### src/rtl/adder_arbiter_if.sv
// adder_arbiter_if: bundles the two requester channels, the response channel
// and the status outputs of adder_arbiter.
//
// Handshake rule shared by every channel: a transfer happens on a rising
// clock edge where valid and ready are both high. A source holds its payload
// stable while valid is high and ready is low. Requesters must not make
// reqN_valid depend on reqN_ready, because ready is derived combinationally
// from the valids.
interface adder_arbiter_if #(
    parameter int WIDTH = 32
);
    // Requester 0
    logic             req0_valid;
    logic             req0_ready;
    logic [WIDTH-1:0] req0_a;
    logic [WIDTH-1:0] req0_b;
    logic             req0_cin;
    logic             req0_sub;

    // Requester 1
    logic             req1_valid;
    logic             req1_ready;
    logic [WIDTH-1:0] req1_a;
    logic [WIDTH-1:0] req1_b;
    logic             req1_cin;
    logic             req1_sub;

    // Response channel
    logic             rsp_valid;
    logic             rsp_ready;
    logic             rsp_id;
    logic [WIDTH-1:0] rsp_sum;
    logic             rsp_cout;
    logic             rsp_overflow;

    // Status and debug visibility of the controller FSM
    logic             busy;
    logic [1:0]       dbg_state;

    // Requesters plus response consumer
    modport master (
        output req0_valid, req0_a, req0_b, req0_cin, req0_sub,
        output req1_valid, req1_a, req1_b, req1_cin, req1_sub,
        output rsp_ready,
        input  req0_ready, req1_ready,
        input  rsp_valid, rsp_id, rsp_sum, rsp_cout, rsp_overflow,
        input  busy, dbg_state
    );

    // The arbiter itself
    modport slave (
        input  req0_valid, req0_a, req0_b, req0_cin, req0_sub,
        input  req1_valid, req1_a, req1_b, req1_cin, req1_sub,
        input  rsp_ready,
        output req0_ready, req1_ready,
        output rsp_valid, rsp_id, rsp_sum, rsp_cout, rsp_overflow,
        output busy, dbg_state
    );
endinterface

### src/rtl/adder_arbiter.sv
// adder_arbiter: shares one ripple_carry adder between two requesters.
// Round-robin arbitration in IDLE, operands held in registers for
// SETTLE_CYCLES cycles while the ripple path resolves, then sum, carry-out
// and signed overflow are captured into a valid/ready response register.
//
// Optional feature macro: ADDER_ARB_SUB_EN. When defined, reqN_sub selects
// subtraction (b inverted, carry-in forced to 1). When undefined, reqN_sub is
// ignored and the b/cin path carries no inverter or mux.
//
// SETTLE_CYCLES must lie in 1..15 (4-bit settle counter).

// Plain 32-bit ripple-carry adder; the long carry chain is the reason the
// arbiter holds its operands for several cycles before sampling the result.
module ripple_carry #(
    parameter int WIDTH = 32
) (
    input  logic [WIDTH-1:0] a,
    input  logic [WIDTH-1:0] b,
    input  logic             cin,
    output logic [WIDTH-1:0] sum,
    output logic             cout
);
    logic carry;

    // Bit-serial carry propagation from LSB to MSB
    always_comb begin
        sum   = '0;
        carry = cin;
        for (int i = 0; i < WIDTH; i++) begin
            sum[i] = a[i] ^ b[i] ^ carry;
            carry  = (a[i] & b[i]) | (carry & (a[i] ^ b[i]));
        end
        cout = carry;
    end
endmodule

module adder_arbiter #(
    parameter int WIDTH         = 32,
    parameter int SETTLE_CYCLES = 2
) (
    input  logic            clk,
    input  logic            rst,
    adder_arbiter_if.slave  bus
);
    typedef enum logic [1:0] {
        IDLE   = 2'd0,
        SETTLE = 2'd1,
        RESP   = 2'd2
    } state_t;

    localparam logic [3:0] SETTLE_LOAD = 4'(SETTLE_CYCLES - 1);

    state_t           state;
    state_t           state_next;
    logic             busy_q;
    logic             last_grant;
    logic [3:0]       settle_cnt;

    // Operand registers feeding the shared adder
    logic [WIDTH-1:0] op_a;
    logic [WIDTH-1:0] op_b;
    logic             op_cin;
    logic             op_id;

    // Response register
    logic             rsp_valid_q;
    logic             rsp_id_q;
    logic [WIDTH-1:0] rsp_sum_q;
    logic             rsp_cout_q;
    logic             rsp_ovf_q;

    logic             grant0;
    logic             grant1;
    logic             ready0;
    logic             ready1;
    logic             accept;
    logic             capture;
    logic             rsp_fire;

    logic [WIDTH-1:0] eff_b0;
    logic [WIDTH-1:0] eff_b1;
    logic             eff_cin0;
    logic             eff_cin1;

    logic [WIDTH-1:0] add_sum;
    logic             add_cout;
    logic             add_ovf;

`ifdef ADDER_ARB_SUB_EN
    // Subtraction as a + ~b + 1; sub overrides the requester's carry-in
    always_comb begin
        eff_b0   = bus.req0_sub ? ~bus.req0_b : bus.req0_b;
        eff_cin0 = bus.req0_sub ? 1'b1 : bus.req0_cin;
        eff_b1   = bus.req1_sub ? ~bus.req1_b : bus.req1_b;
        eff_cin1 = bus.req1_sub ? 1'b1 : bus.req1_cin;
    end
`else
    logic unused_sub;

    // Add-only build: operands pass straight through, sub bits are ignored
    always_comb begin
        eff_b0   = bus.req0_b;
        eff_cin0 = bus.req0_cin;
        eff_b1   = bus.req1_b;
        eff_cin1 = bus.req1_cin;
    end

    assign unused_sub = bus.req0_sub ^ bus.req1_sub;
`endif

    // Round-robin: a lone request wins; on a tie the side not granted last wins
    always_comb begin
        grant0 = bus.req0_valid && (!bus.req1_valid || last_grant);
        grant1 = bus.req1_valid && (!bus.req0_valid || !last_grant);
    end

    // Readies only in IDLE, and forced low while reset is asserted
    assign ready0   = (state == IDLE) && grant0 && !rst;
    assign ready1   = (state == IDLE) && grant1 && !rst;
    assign accept   = ready0 || ready1;
    assign capture  = (state == SETTLE) && (settle_cnt == 4'd0);
    assign rsp_fire = rsp_valid_q && bus.rsp_ready;

    ripple_carry #(
        .WIDTH(WIDTH)
    ) u_adder (
        .a   (op_a),
        .b   (op_b),
        .cin (op_cin),
        .sum (add_sum),
        .cout(add_cout)
    );

    // Signed overflow: both operands share a sign that the sum does not
    assign add_ovf = (op_a[WIDTH-1] & op_b[WIDTH-1] & ~add_sum[WIDTH-1]) |
                     (~op_a[WIDTH-1] & ~op_b[WIDTH-1] & add_sum[WIDTH-1]);

    // Next-state logic for IDLE -> SETTLE -> RESP -> IDLE
    always_comb begin
        state_next = state;
        case (state)
            IDLE:    if (accept)   state_next = SETTLE;
            SETTLE:  if (capture)  state_next = RESP;
            RESP:    if (rsp_fire) state_next = IDLE;
            default:               state_next = IDLE;
        endcase
    end

    // State register; busy is registered alongside so it tracks state != IDLE
    always_ff @(posedge clk or posedge rst) begin
        if (rst) begin
            state  <= IDLE;
            busy_q <= 1'b0;
        end else begin
            state  <= state_next;
            busy_q <= (state_next != IDLE);
        end
    end

    // Arbitration history and settle countdown
    always_ff @(posedge clk or posedge rst) begin
        if (rst) begin
            last_grant <= 1'b1;
            settle_cnt <= 4'd0;
        end else if (accept) begin
            last_grant <= ready1;
            settle_cnt <= SETTLE_LOAD;
        end else if ((state == SETTLE) && (settle_cnt != 4'd0)) begin
            settle_cnt <= settle_cnt - 4'd1;
        end
    end

    // Operand latch: loaded only on acceptance, stable through SETTLE
    always_ff @(posedge clk or posedge rst) begin
        if (rst) begin
            op_a   <= '0;
            op_b   <= '0;
            op_cin <= 1'b0;
            op_id  <= 1'b0;
        end else if (accept) begin
            op_a   <= ready1 ? bus.req1_a : bus.req0_a;
            op_b   <= ready1 ? eff_b1     : eff_b0;
            op_cin <= ready1 ? eff_cin1   : eff_cin0;
            op_id  <= ready1;
        end
    end

    // Response register: captured at the end of SETTLE, held until consumed
    always_ff @(posedge clk or posedge rst) begin
        if (rst) begin
            rsp_valid_q <= 1'b0;
            rsp_id_q    <= 1'b0;
            rsp_sum_q   <= '0;
            rsp_cout_q  <= 1'b0;
            rsp_ovf_q   <= 1'b0;
        end else if (capture) begin
            rsp_valid_q <= 1'b1;
            rsp_id_q    <= op_id;
            rsp_sum_q   <= add_sum;
            rsp_cout_q  <= add_cout;
            rsp_ovf_q   <= add_ovf;
        end else if (rsp_fire) begin
            rsp_valid_q <= 1'b0;
        end
    end

    assign bus.req0_ready   = ready0;
    assign bus.req1_ready   = ready1;
    assign bus.rsp_valid    = rsp_valid_q;
    assign bus.rsp_id       = rsp_id_q;
    assign bus.rsp_sum      = rsp_sum_q;
    assign bus.rsp_cout     = rsp_cout_q;
    assign bus.rsp_overflow = rsp_ovf_q;
    assign bus.busy         = busy_q;
    assign bus.dbg_state    = state;
endmodule
### src/flat_wrapper.sv
// flat-port wrapper written by rule: the top's interface ports become plain ports
module adder_arbiter_flat 
#(
    parameter int WIDTH         = 32,
    parameter int SETTLE_CYCLES = 2
)
  (clk, rst, bus_req0_valid, bus_req0_a, bus_req0_b, bus_req0_cin, bus_req0_sub, bus_req1_valid, bus_req1_a, bus_req1_b, bus_req1_cin, bus_req1_sub, bus_rsp_ready, bus_req0_ready, bus_req1_ready, bus_rsp_valid, bus_rsp_id, bus_rsp_sum, bus_rsp_cout, bus_rsp_overflow, bus_busy, bus_dbg_state);
  adder_arbiter_if #(.WIDTH(WIDTH)) bus_i ();
  input  logic clk;
  input  logic rst;
  input wire logic [$bits(bus_i.req0_valid)-1:0] bus_req0_valid;
  input wire logic [$bits(bus_i.req0_a)-1:0] bus_req0_a;
  input wire logic [$bits(bus_i.req0_b)-1:0] bus_req0_b;
  input wire logic [$bits(bus_i.req0_cin)-1:0] bus_req0_cin;
  input wire logic [$bits(bus_i.req0_sub)-1:0] bus_req0_sub;
  input wire logic [$bits(bus_i.req1_valid)-1:0] bus_req1_valid;
  input wire logic [$bits(bus_i.req1_a)-1:0] bus_req1_a;
  input wire logic [$bits(bus_i.req1_b)-1:0] bus_req1_b;
  input wire logic [$bits(bus_i.req1_cin)-1:0] bus_req1_cin;
  input wire logic [$bits(bus_i.req1_sub)-1:0] bus_req1_sub;
  input wire logic [$bits(bus_i.rsp_ready)-1:0] bus_rsp_ready;
  output wire logic [$bits(bus_i.req0_ready)-1:0] bus_req0_ready;
  output wire logic [$bits(bus_i.req1_ready)-1:0] bus_req1_ready;
  output wire logic [$bits(bus_i.rsp_valid)-1:0] bus_rsp_valid;
  output wire logic [$bits(bus_i.rsp_id)-1:0] bus_rsp_id;
  output wire logic [$bits(bus_i.rsp_sum)-1:0] bus_rsp_sum;
  output wire logic [$bits(bus_i.rsp_cout)-1:0] bus_rsp_cout;
  output wire logic [$bits(bus_i.rsp_overflow)-1:0] bus_rsp_overflow;
  output wire logic [$bits(bus_i.busy)-1:0] bus_busy;
  output wire logic [$bits(bus_i.dbg_state)-1:0] bus_dbg_state;
  assign bus_i.req0_valid = bus_req0_valid;
  assign bus_i.req0_a = bus_req0_a;
  assign bus_i.req0_b = bus_req0_b;
  assign bus_i.req0_cin = bus_req0_cin;
  assign bus_i.req0_sub = bus_req0_sub;
  assign bus_i.req1_valid = bus_req1_valid;
  assign bus_i.req1_a = bus_req1_a;
  assign bus_i.req1_b = bus_req1_b;
  assign bus_i.req1_cin = bus_req1_cin;
  assign bus_i.req1_sub = bus_req1_sub;
  assign bus_i.rsp_ready = bus_rsp_ready;
  assign bus_req0_ready = bus_i.req0_ready;
  assign bus_req1_ready = bus_i.req1_ready;
  assign bus_rsp_valid = bus_i.rsp_valid;
  assign bus_rsp_id = bus_i.rsp_id;
  assign bus_rsp_sum = bus_i.rsp_sum;
  assign bus_rsp_cout = bus_i.rsp_cout;
  assign bus_rsp_overflow = bus_i.rsp_overflow;
  assign bus_busy = bus_i.busy;
  assign bus_dbg_state = bus_i.dbg_state;
  adder_arbiter #(.WIDTH(WIDTH), .SETTLE_CYCLES(SETTLE_CYCLES)) u_core (.clk(clk), .rst(rst), .bus(bus_i));
endmodule
### config.mk
export PLATFORM = sky130hd
export DESIGN_NAME = adder_arbiter_flat
export DESIGN_NICKNAME = d
export VERILOG_FILES = /design/src/rtl/adder_arbiter_if.sv /design/src/rtl/adder_arbiter.sv /design/src/flat_wrapper.sv
export SDC_FILE = /design/constraint.sdc
export NUM_CORES = 1
export LEC_CHECK = 0
export CAP_MARGIN = 20
export CORE_ASPECT_RATIO = 0.9
export CORE_MARGIN = 4
export CORE_UTILIZATION = 51
export CTS_CLUSTER_SIZE = 25
export DETAILED_ROUTE_END_ITERATION = 8
export GPL_TIMING_DRIVEN = 1
export HOLD_SLACK_MARGIN = 0.05
export PLACE_DENSITY = 0.95
export SLEW_MARGIN = 30
export SYNTH_ARGS = -nofsm -noshare
export SYNTH_HDL_FRONTEND = slang
export SYNTH_SLANG_ARGS = --single-unit
### constraint.sdc
create_clock -name clk -period 23.8 [get_ports clk]
set_input_delay 2.38 -clock clk [delete_from_list [all_inputs] [get_ports clk]]
set_output_delay 2.38 -clock clk [all_outputs]
set_load 0.02 [all_outputs]
==> run metrics <==
GRT Residual Overflow 0; highest clock rate 63.5 MHz; Syn Std Cell Area 5780 um^2; Synth top area share 47.2%; Worst Skew 0.00711 ns; # setup viols final 0; Tcrit/Tclk final 66.2%; drt initial violations 445; Power Density 128 nW/um^2; outcome finished, final reports clean; gp weighted congestion 0.823; CP bufs+invs 3; CP startpoint kind register; Reg clk slew, reported paths 0.07 ns; CP max stage cell fa_1; CTS Hold Bufs 0; starting density of the core 52.8%; CTS Buf Count 9; dpl cells 828; Post-DP Area 7520 um^2; Hold WC Path Type register to register; maximum vdd drop 53.0 uV; Tot Pwr 0.999 mW; leading area contributor after synthesis dfrtp_1; Largest delay share family, worst path adder cells; slew margin rel. 38.1%; antenna-violating nets left 0; Row Count 36; Post-Route WL 16600 um; DR WL/cell 19.6 um; number of global-route vias before repair 5384; detailed-placement wirelength estimate 11200 um; largest net degree at the start of global routing 76; CP max FO 2; CTS Root Cell clkbuf_16; Slew @ Worst Pin 0.925 ns; YS warnings 0; leak pwr 2.98 nW; FF-to-FF setup slack 8.05 ns; Setup WS pre-CTS 8.05 ns; Syn Nets 722; most frequent cell after synthesis dfrtp_1; Clk pwr share 15.9%; DRC viols 0; io pins 178; Post-CTS Setup Inserts 0; crit-path max cell delay 0.49 ns; Setup CP Type register to register; Syn Area/Cell 10.5 um^2; non-filler instance count after layout 844; synthesis-stage register bit count 110; Post-synth top cells dfrtp_1 (109), o21ai_0 (72), nand3_1 (70); Final Util 71.6%; ys async rst share 100%; Req. time, crit path 23.97 ns; RSZ-0062 raised after global routing false; CTS H-tree lvls 3; clock buffer depth 2; final hold viol count 0; Core Region 10900 um^2; sequential area share after synthesis 47.6%; Die Ht 109 um; worst hold stages 1; die area 13100 um^2; Gate power share 48.2%; Slew Viols, Final 0; Internal 0.601 mW; min Tclk post-route 15.75 ns; global-route wire length before repair 26700 um; P_sw 0.398 mW; most used cell along the critical path fa_1; via count of the routed design 5142; CTS Sinks 110; Primary FF master, synth dfrtp_1; Mapped Cells 549; Post-synth EDFFs 0; Die X 120 um; Area Overhead vs Synth 35.5%; cell area after layout 7840 um^2; capturing element type of the critical path register; switching part of the total 39.8%; clk_lat worst skew 0.34 ns; GRT Overall Usage 25.9%; CTS tree yes; Final TNS setup 0 ns; critical path depth 37; max-cap check violation count 0; initial antenna violation count 0; WHS 0.489 ns; layout cell share with drive strength beyond 1 8.82%; Buffers on Ports 175; vias per inst 6.09; drt pass-1 iters 6; post-CTS resize count 0; Crit path arrival time 15.92 ns; n_diodes 0; setup ws final 8.05 ns; Synth cell types 34; Synth area leaders dfrtp_1 (47%), fa_1 (11%), a31oi_1 (7.1%); Reg power frac 35.8%; reg2reg path depth 37; NumNets Final 860; # fillers 761
kinds of logic after synthesis:
kind of cell | count (synthesis) | share of synthesized area, %
AOI/OAI and AO/OA | 217 | 20.5
DFF | 110 | 47.6
and+or+nand+nor | 88 | 8.11
buffers and inverters | 65 | 5.43
adders and majority gates | 36 | 11.9
muxes | 33 | 6.38
routing by layer:
metal / vias up / track usage [%] / wire, um
li1: 2271 / - / -
met1: 2503 / 31.6 / 6260
met2: 316 / 44.9 / 8450
met3: 52 / 5.39 / 1340
met4: 0 / 11.7 / 518
met5: - / 0 / 0
power by group through the flow:
stage	logic [mW]	clock network [mW]	registers (mW)
6_report	0.482	0.159	0.358
5_1_grt	0.538	0.170	0.367
4_1_cts	0.485	0.162	0.357
3_5_place_dp	0.477	0	0.358
3_3_place_gp	0.444	0	0.350
2_1_floorplan	0.273	0	0.378
worst paths after layout:
kind,end,start
min in group asynchronous,u_core.op_a[29],rst
worst max register to register,u_core.bus.rsp_overflow,u_core.op_cin
worst min-delay path,u_core.op_id,u_core.op_id
worst min register to register,u_core.op_id,u_core.op_id
worst max-delay path,u_core.bus.rsp_overflow,u_core.op_cin
max in group asynchronous,u_core.bus.rsp_sum[5],rst
registers in the layout, indices dropped and copies added, names as in the netlist:
register,count
u_core.bus.rsp_sum,32
u_core.op_a,32
u_core.op_b,32
u_core.settle_cnt,4
u_core.bus.dbg_state,2
u_core.bus.busy,1
u_core.bus.rsp_cout,1
u_core.bus.rsp_id,1
u_core.bus.rsp_overflow,1
u_core.bus.rsp_valid,1
u_core.last_grant,1
u_core.op_cin,1
u_core.op_id,1
cell usage in the layout, fill, tap and decap left out, types with 2 or more instances in the layout:
cell type / instances
dfrtp_1: 109
inv_1: 11
bufinv_16: 2
clkbuf_16: 9
clkdlybuf4s50_1: 175
a31oi_1: 66
nor2_1: 3
clkbuf_1: 2
mux2_2: 31
fa_1: 32
o21ai_0: 72
clkinv_2: 2
mux2i_1: 2
a21oi_1: 69
o21ai_1: 5
ha_1: 4
buf_4: 5
nand3_1: 70
nand2_1: 4
final cells by class:
class | count | area, um^2 | area share (%)
clock buffer | 12 | 246 | 3.14
clock inverter | 4 | 70.1 | 0.894
inverter | 12 | 47.5 | 0.607
multi-input combinational | 374 | 2740 | 35.0
sequential | 110 | 2750 | 35.1
tap | 152 | 190 | 2.43
timing repair buffer | 180 | 1790 | 22.8
Note: power is estimated with default switching activity, not from simulation.
